### src/rtl/step_pulse_gen.sv
// Single-step pulse initiator: debounced pushbutton and periodic auto-step
// produce one-cycle Step pulses, counted and optionally capped at STEP_LIMIT.
module step_pulse_gen #(
    parameter int DB_CYCLES   = 16,
    parameter int AUTO_PERIOD = 11,
    parameter int STEP_LIMIT  = 256,
    parameter int CNT_W       = 16
) (
    input  logic             clk,
    input  logic             rst,
    input  logic             btn_in,
    input  logic             auto_en,
    output logic             Step,
    output logic [CNT_W-1:0] step_count,
    output logic             busy,
    output logic             done
);

    localparam int DB_W = (DB_CYCLES > 1) ? $clog2(DB_CYCLES) : 1;
    localparam int P_W  = $clog2(AUTO_PERIOD);
    localparam logic [DB_W-1:0]  DB_LAST  = DB_W'(DB_CYCLES - 1);
    localparam logic [P_W-1:0]   P_LAST   = P_W'(AUTO_PERIOD - 1);
    localparam logic [CNT_W-1:0] LIMIT    = CNT_W'(STEP_LIMIT);
    localparam bit               LIMIT_EN = (STEP_LIMIT != 0);

    typedef enum logic [2:0] {
        IDLE,
        PRESS,
        FIRE,
        HELD,
        RELEASE
    } state_e;

    state_e            state_q, state_d;
    logic [DB_W-1:0]   dbcnt_q, dbcnt_d;
    logic [1:0]        sync_q;
    logic              btn_s;
    logic [P_W-1:0]    pcnt_q, pcnt_d;
    logic [CNT_W-1:0]  count_q, count_d, count_inc;
    logic              done_q, done_d;
    logic              step_prev_q;
    logic              manual_fire;
    logic              auto_fire;

    assign btn_s = sync_q[1];

    always_ff @(posedge clk) begin
        if (rst) begin
            state_q <= IDLE;
            dbcnt_q <= '0;
        end else begin
            state_q <= state_d;
            dbcnt_q <= dbcnt_d;
        end
    end

    always_comb begin
        state_d = state_q;
        dbcnt_d = dbcnt_q;
        case (state_q)
            IDLE: begin
                if (btn_s) begin
                    state_d = PRESS;
                    dbcnt_d = '0;
                end
            end
            PRESS: begin
                if (!btn_s)                  state_d = IDLE;
                else if (dbcnt_q == DB_LAST) state_d = FIRE;
                else                         dbcnt_d = dbcnt_q + 1'b1;
            end
            FIRE: state_d = HELD;
            HELD: begin
                if (!btn_s) begin
                    state_d = RELEASE;
                    dbcnt_d = '0;
                end
            end
            RELEASE: begin
                if (btn_s)                   state_d = HELD;
                else if (dbcnt_q == DB_LAST) state_d = IDLE;
                else                         dbcnt_d = dbcnt_q + 1'b1;
            end
            default: state_d = IDLE;
        endcase
    end

    // A request landing on the cycle right after a pulse merges into that pulse,
    // so Step can never be high on two consecutive cycles.
    always_comb begin
        manual_fire = (state_q == FIRE);
        busy        = (state_q != IDLE);
        auto_fire   = auto_en && !done_q && (pcnt_q == P_LAST);
        Step        = (manual_fire || auto_fire) && !done_q && !step_prev_q;
    end

    always_comb begin
        count_inc = count_q + 1'b1;
        count_d   = Step ? count_inc : count_q;
        done_d    = done_q || (LIMIT_EN && Step && (count_inc == LIMIT));
        if (!auto_en || done_q)  pcnt_d = '0;
        else if (pcnt_q == P_LAST) pcnt_d = '0;
        else                     pcnt_d = pcnt_q + 1'b1;
    end

    always_ff @(posedge clk) begin
        if (rst) begin
            sync_q      <= '0;
            pcnt_q      <= '0;
            count_q     <= '0;
            done_q      <= 1'b0;
            step_prev_q <= 1'b0;
        end else begin
            sync_q      <= {sync_q[0], btn_in};
            pcnt_q      <= pcnt_d;
            count_q     <= count_d;
            done_q      <= done_d;
            step_prev_q <= Step;
        end
    end

    assign step_count = count_q;
    assign done       = done_q;

endmodule

### config.mk
export PLATFORM = sky130hd
export DESIGN_NAME = step_pulse_gen
export DESIGN_NICKNAME = d
export VERILOG_FILES = /design/src/rtl/step_pulse_gen.sv
export SDC_FILE = /design/constraint.sdc
export NUM_CORES = 1
export LEC_CHECK = 0
export BUFFER_PORTS_ARGS = -buffer_cell sky130_fd_sc_hd__buf_4
export CORE_MARGIN = 4
export CORE_UTILIZATION = 40
export DETAILED_ROUTE_END_ITERATION = 16
export GPL_ROUTABILITY_DRIVEN = 1
export PLACE_DENSITY_LB_ADDON = 0.3
export SETUP_SLACK_MARGIN = 0.02
export SYNTH_ARGS = -nofsm -noshare
export SYNTH_HDL_FRONTEND = slang
export SYNTH_SLANG_ARGS = --single-unit
### constraint.sdc
create_clock -name clk -period 3.6 [get_ports clk]
set_clock_uncertainty 0.05 [all_clocks]
set_input_delay 0.18 -clock clk [delete_from_list [all_inputs] [get_ports clk]]
set_output_delay 0.18 -clock clk [all_outputs]
set_load 0.05 [all_outputs]
==> run_results.csv <==
group,metric,value,unit
outcome,outcome,"complete, no violations",
setup_path,worst-r2r-cell-count,6,
power_and_ir_drop,static-leakage-power,0.0007613,uW
setup_path,timing.critical_path.required,3.37,ns
timing,max-slew-margin-rel,0.7399,
job,drv_cap,0,
cts,clkSlewWorstSetupHoldPaths,0.06,ns
cts,cts_tree,"done",
timing,final-setup-viol-count,0,
layout,fill_count,401,
yosys,synthesis.area_per_instance,8.092,um^2
drt,drt_first_pass_iters,4,
layout,antennaDiodeCount,0,
global_routing,grt_max_degree,26,
floorplan,io_pins,23,
yosys,ys_warn_count,0,
timing,post-route-period-util,0.5655,
drt,via_count,1521,
cts,cts_post_setup_buffers_inserted,0,
yosys,synthAdderAreaFrac,0.03613,
timing,tightestPinTransition,0.3896,ns
timing,report.final.slew_viol_count,0,
yosys,syn_nets,223,
min_path,hold_path.startpoint,"btn_in",
layout,final-seq-area,620.6,um^2
cts,cts-htree-levels,2,
placement,hpwlAfterDp,2.561,mm
setup_path,timing.critical_path.cells,"inv_1 > ha_1 > and4b_1 > o21ai_2 > inv_2 > buf_4",
yosys,yosysTopAreaCell,"sky130_fd_sc_hd__dfxtp_1",
setup_path,reg2reg_setup_slack,1.73,ns
timing,layout_min_cycle_time,2.036,ns
min_path,holdPathEnd,"sync_q[0]$_SDFF_PP0_",
drt,wirelength,3.579,mm
layout,finish.net_count,240,
layout,syn2layout_area_growth,14.67,%
yosys,syn-instance-count,214,
timing,layout_setup_ws,1.564,ns
setup_path,crit_path_max_fanout,13,
yosys,register_area_share_after_synthesis,0.3584,
floorplan,dieArea,0.005446,mm^2
yosys,synth-xor-area-share,0.1012,
floorplan,cell_rows,23,
placement,place_ws,1.742,ns
timing,finalSetupTns,0,ns
power_and_ir_drop,peakVddDrop,0.0001671,V
floorplan,die_h,73.80,um
layout,layoutNonFillerInstCount,281,
drt,detail_route_antenna_nets,0,
yosys,synth_top_area_share,0.3584,
yosys,synthArstFlopShare,0,
setup_path,endpoint_kind,"output port",
setup_path,rr_endpoint,"step_count[14]$_SDFFE_PP0P_",
yosys,ys_types,45,
power_and_ir_drop,pwr_dens,327.2,mW/mm^2
drt,drt-wirelength-per-cell,12.74,um
yosys,synth-seq-cells,31,
floorplan,core-area,0.004086,mm^2
setup_path,critical_path.startpoint_type,"flip-flop",
cts,clk-insertion-delay-late,0.28,ns
cts,postCtsResizedCells,0,
yosys,synth_cell_count_leaders,"sky130_fd_sc_hd__nor2_1, sky130_fd_sc_hd__dfxtp_1, sky130_fd_sc_hd__nand2_1",
min_path,hold_path_class,"input pin to flip-flop",
yosys,number_of_synthesized_flops_with_an_enable_pin,0,
cts,cts_root_buffer,"sky130_fd_sc_hd__clkbuf_8",
yosys,synth_top_cells_by_area,"sky130_fd_sc_hd__dfxtp_1, sky130_fd_sc_hd__nor2_1, sky130_fd_sc_hd__xor2_1, sky130_fd_sc_hd__xnor2_1, sky130_fd_sc_hd__nand2_1",
floorplan,die-width,73.80,um
placement,port_buffers,22,
floorplan,floorplan.initialDensity,0.4238,
yosys,netlist_area,0.001732,mm^2
layout,area_of_the_multi_input_gates,0.001027,mm^2
yosys,synth-simple-area-share,0.3316,
global_routing,first_pass_grt_wire_length,6.313,mm
yosys,synth_compound_area_frac,0.1004,
cts,cts_num_sinks,31,
power_and_ir_drop,post-layout-total-power,649.8,uW
setup_path,worst_r2r_startpoint,"step_count[0]$_SDFFE_PP0P_",
global_routing,grt.overflow.total,0,
setup_path,critical_path_arrival,1.81,ns
yosys,synthMuxAreaShare,0.02384,
timing,grt_setup_unrepaired,"no",
cts,cts_hold_repair.buffers,0,
setup_path,critical_path.slowest_cell,"sky130_fd_sc_hd__dfxtp_1",
global_routing,tot_gr_track_use,0.1513,
drt,first_iter_violations,58,
yosys,synth_most_common_cell,"sky130_fd_sc_hd__nor2_1",
setup_path,worst-setup-path-type,"flip-flop to output port",
placement,dp.cells,274,
yosys,combinational_family_with_the_most_area_after_synthesis,"simple AND/OR/NAND/NOR gates",
cts,numCtsBuffers,5,
setup_path,slowest_delay,0.37,ns
global_routing,initial_antenna_violation_count,0,
placement,gp_congestion,0.8490,
drt,vias_per_cell,5.413,
drt,route.detailed.drc,0,
layout,layout-drive-gt1-share,0.1688,
cts,clk_path_buf_depth,2,
yosys,ys.flop_type,"sky130_fd_sc_hd__dfxtp_1",
min_path,hold_path_depth,2,
global_routing,first_global_vias,1382,
timing,highest_clock_frequency_the_design_can_meet,491.2,MHz
timing,final-hold-violation-count,0,
## sequential cells by signal (all words and copies together) (netlist names)
name and cells:
state_q 3, done 1, step_prev_q 1, dbcnt_q 4
pcnt_q 4, step_count 16, sync_q 2
## per-stage QoR
stage	hold slack, ns	utilization	area, um^2
after floorplan	0.2016	-	1732
after global placement	0.3430	0.4645	1898
after detailed placement	0.3460	0.4645	1898
after CTS	0.04373	0.4859	1986
after global routing	0.04824	0.4859	1986
final	0.05448	0.4859	1986
## worst max path at each step
stage	depth (start not counted)	end	slack (ns)	start
final	6	Step	1.56	pcnt_q[0]$_SDFF_PP0_
after global routing	6	Step	1.45	pcnt_q[0]$_SDFF_PP0_
after CTS	6	Step	1.55	pcnt_q[0]$_SDFF_PP0_
after detailed placement	6	step_count[14]$_SDFFE_PP0P_	1.74	step_count[0]$_SDFFE_PP0P_
after global placement	5	done$_SDFF_PP0_	1.70	step_count[0]$_SDFFE_PP0P_
after floorplan	6	done$_SDFF_PP0_	1.54	step_count[0]$_SDFFE_PP0P_
## kinds of logic after synthesis
logic type                 count (synthesis)
adders and majority gates                  5
and+or+nand+nor                          109
muxes                                      4
buffers and inverters                     18
DFF                                       31
AOI/OAI and AO/OA                         27
xor gates and xnor gates                  20
## metal layers
layer	track usage	vias up	wire length [um]
li1	-	776	-
met1	0.1964	690	1666
met2	0.2224	43	1616
met3	0.04651	12	180
met4	0.08048	0	115
met5	0	-	0
## worst max-delay path: cells and delay by family, from the launching register on
family	cells	cell delay, ns
AO/OA/AOI/OAI	1	0.27
adder cells (fa/ha/maj)	1	0.21
buffers and inverters	3	0.49
flip-flops	1	0.37
AND/OR/NAND/NOR	1	0.18
## report_power, final
| part | switching (uW) | total [uW] | internal [uW] | leakage [uW] |
|---|---|---|---|---|
| combinational | 13.2 | 22.3 | 9.04 | 0.000464 |
| sequential | 3.97 | 350 | 346 | 0.000251 |
| clock | 127 | 277 | 150 | 0.0000470 |
## cell usage in the layout, fill, tap and decap left out, drive strengths merged, types with 4 or more instances in the layout
cell    count
nand3      10
nand2      18
o21ai       5
buf        22
xor2       12
nor3       11
nor2       32
xnor2       8
or2         4
a21oi       8
nand4       9
or3         6
clkbuf      6
inv         6
nand2b      5
dfxtp      31
ha          5
## final cells by class
class                   instances  area share
multi-input cells             165      0.5173
flip-flops and latches         31      0.3125
repair buffers                 22     0.08318
clock buffers                   6     0.04159
well taps                      50     0.03151
inverters                       6     0.01134
clock inverters                 1    0.002520
No activity file was read; power rests on OpenSTA's default activity.
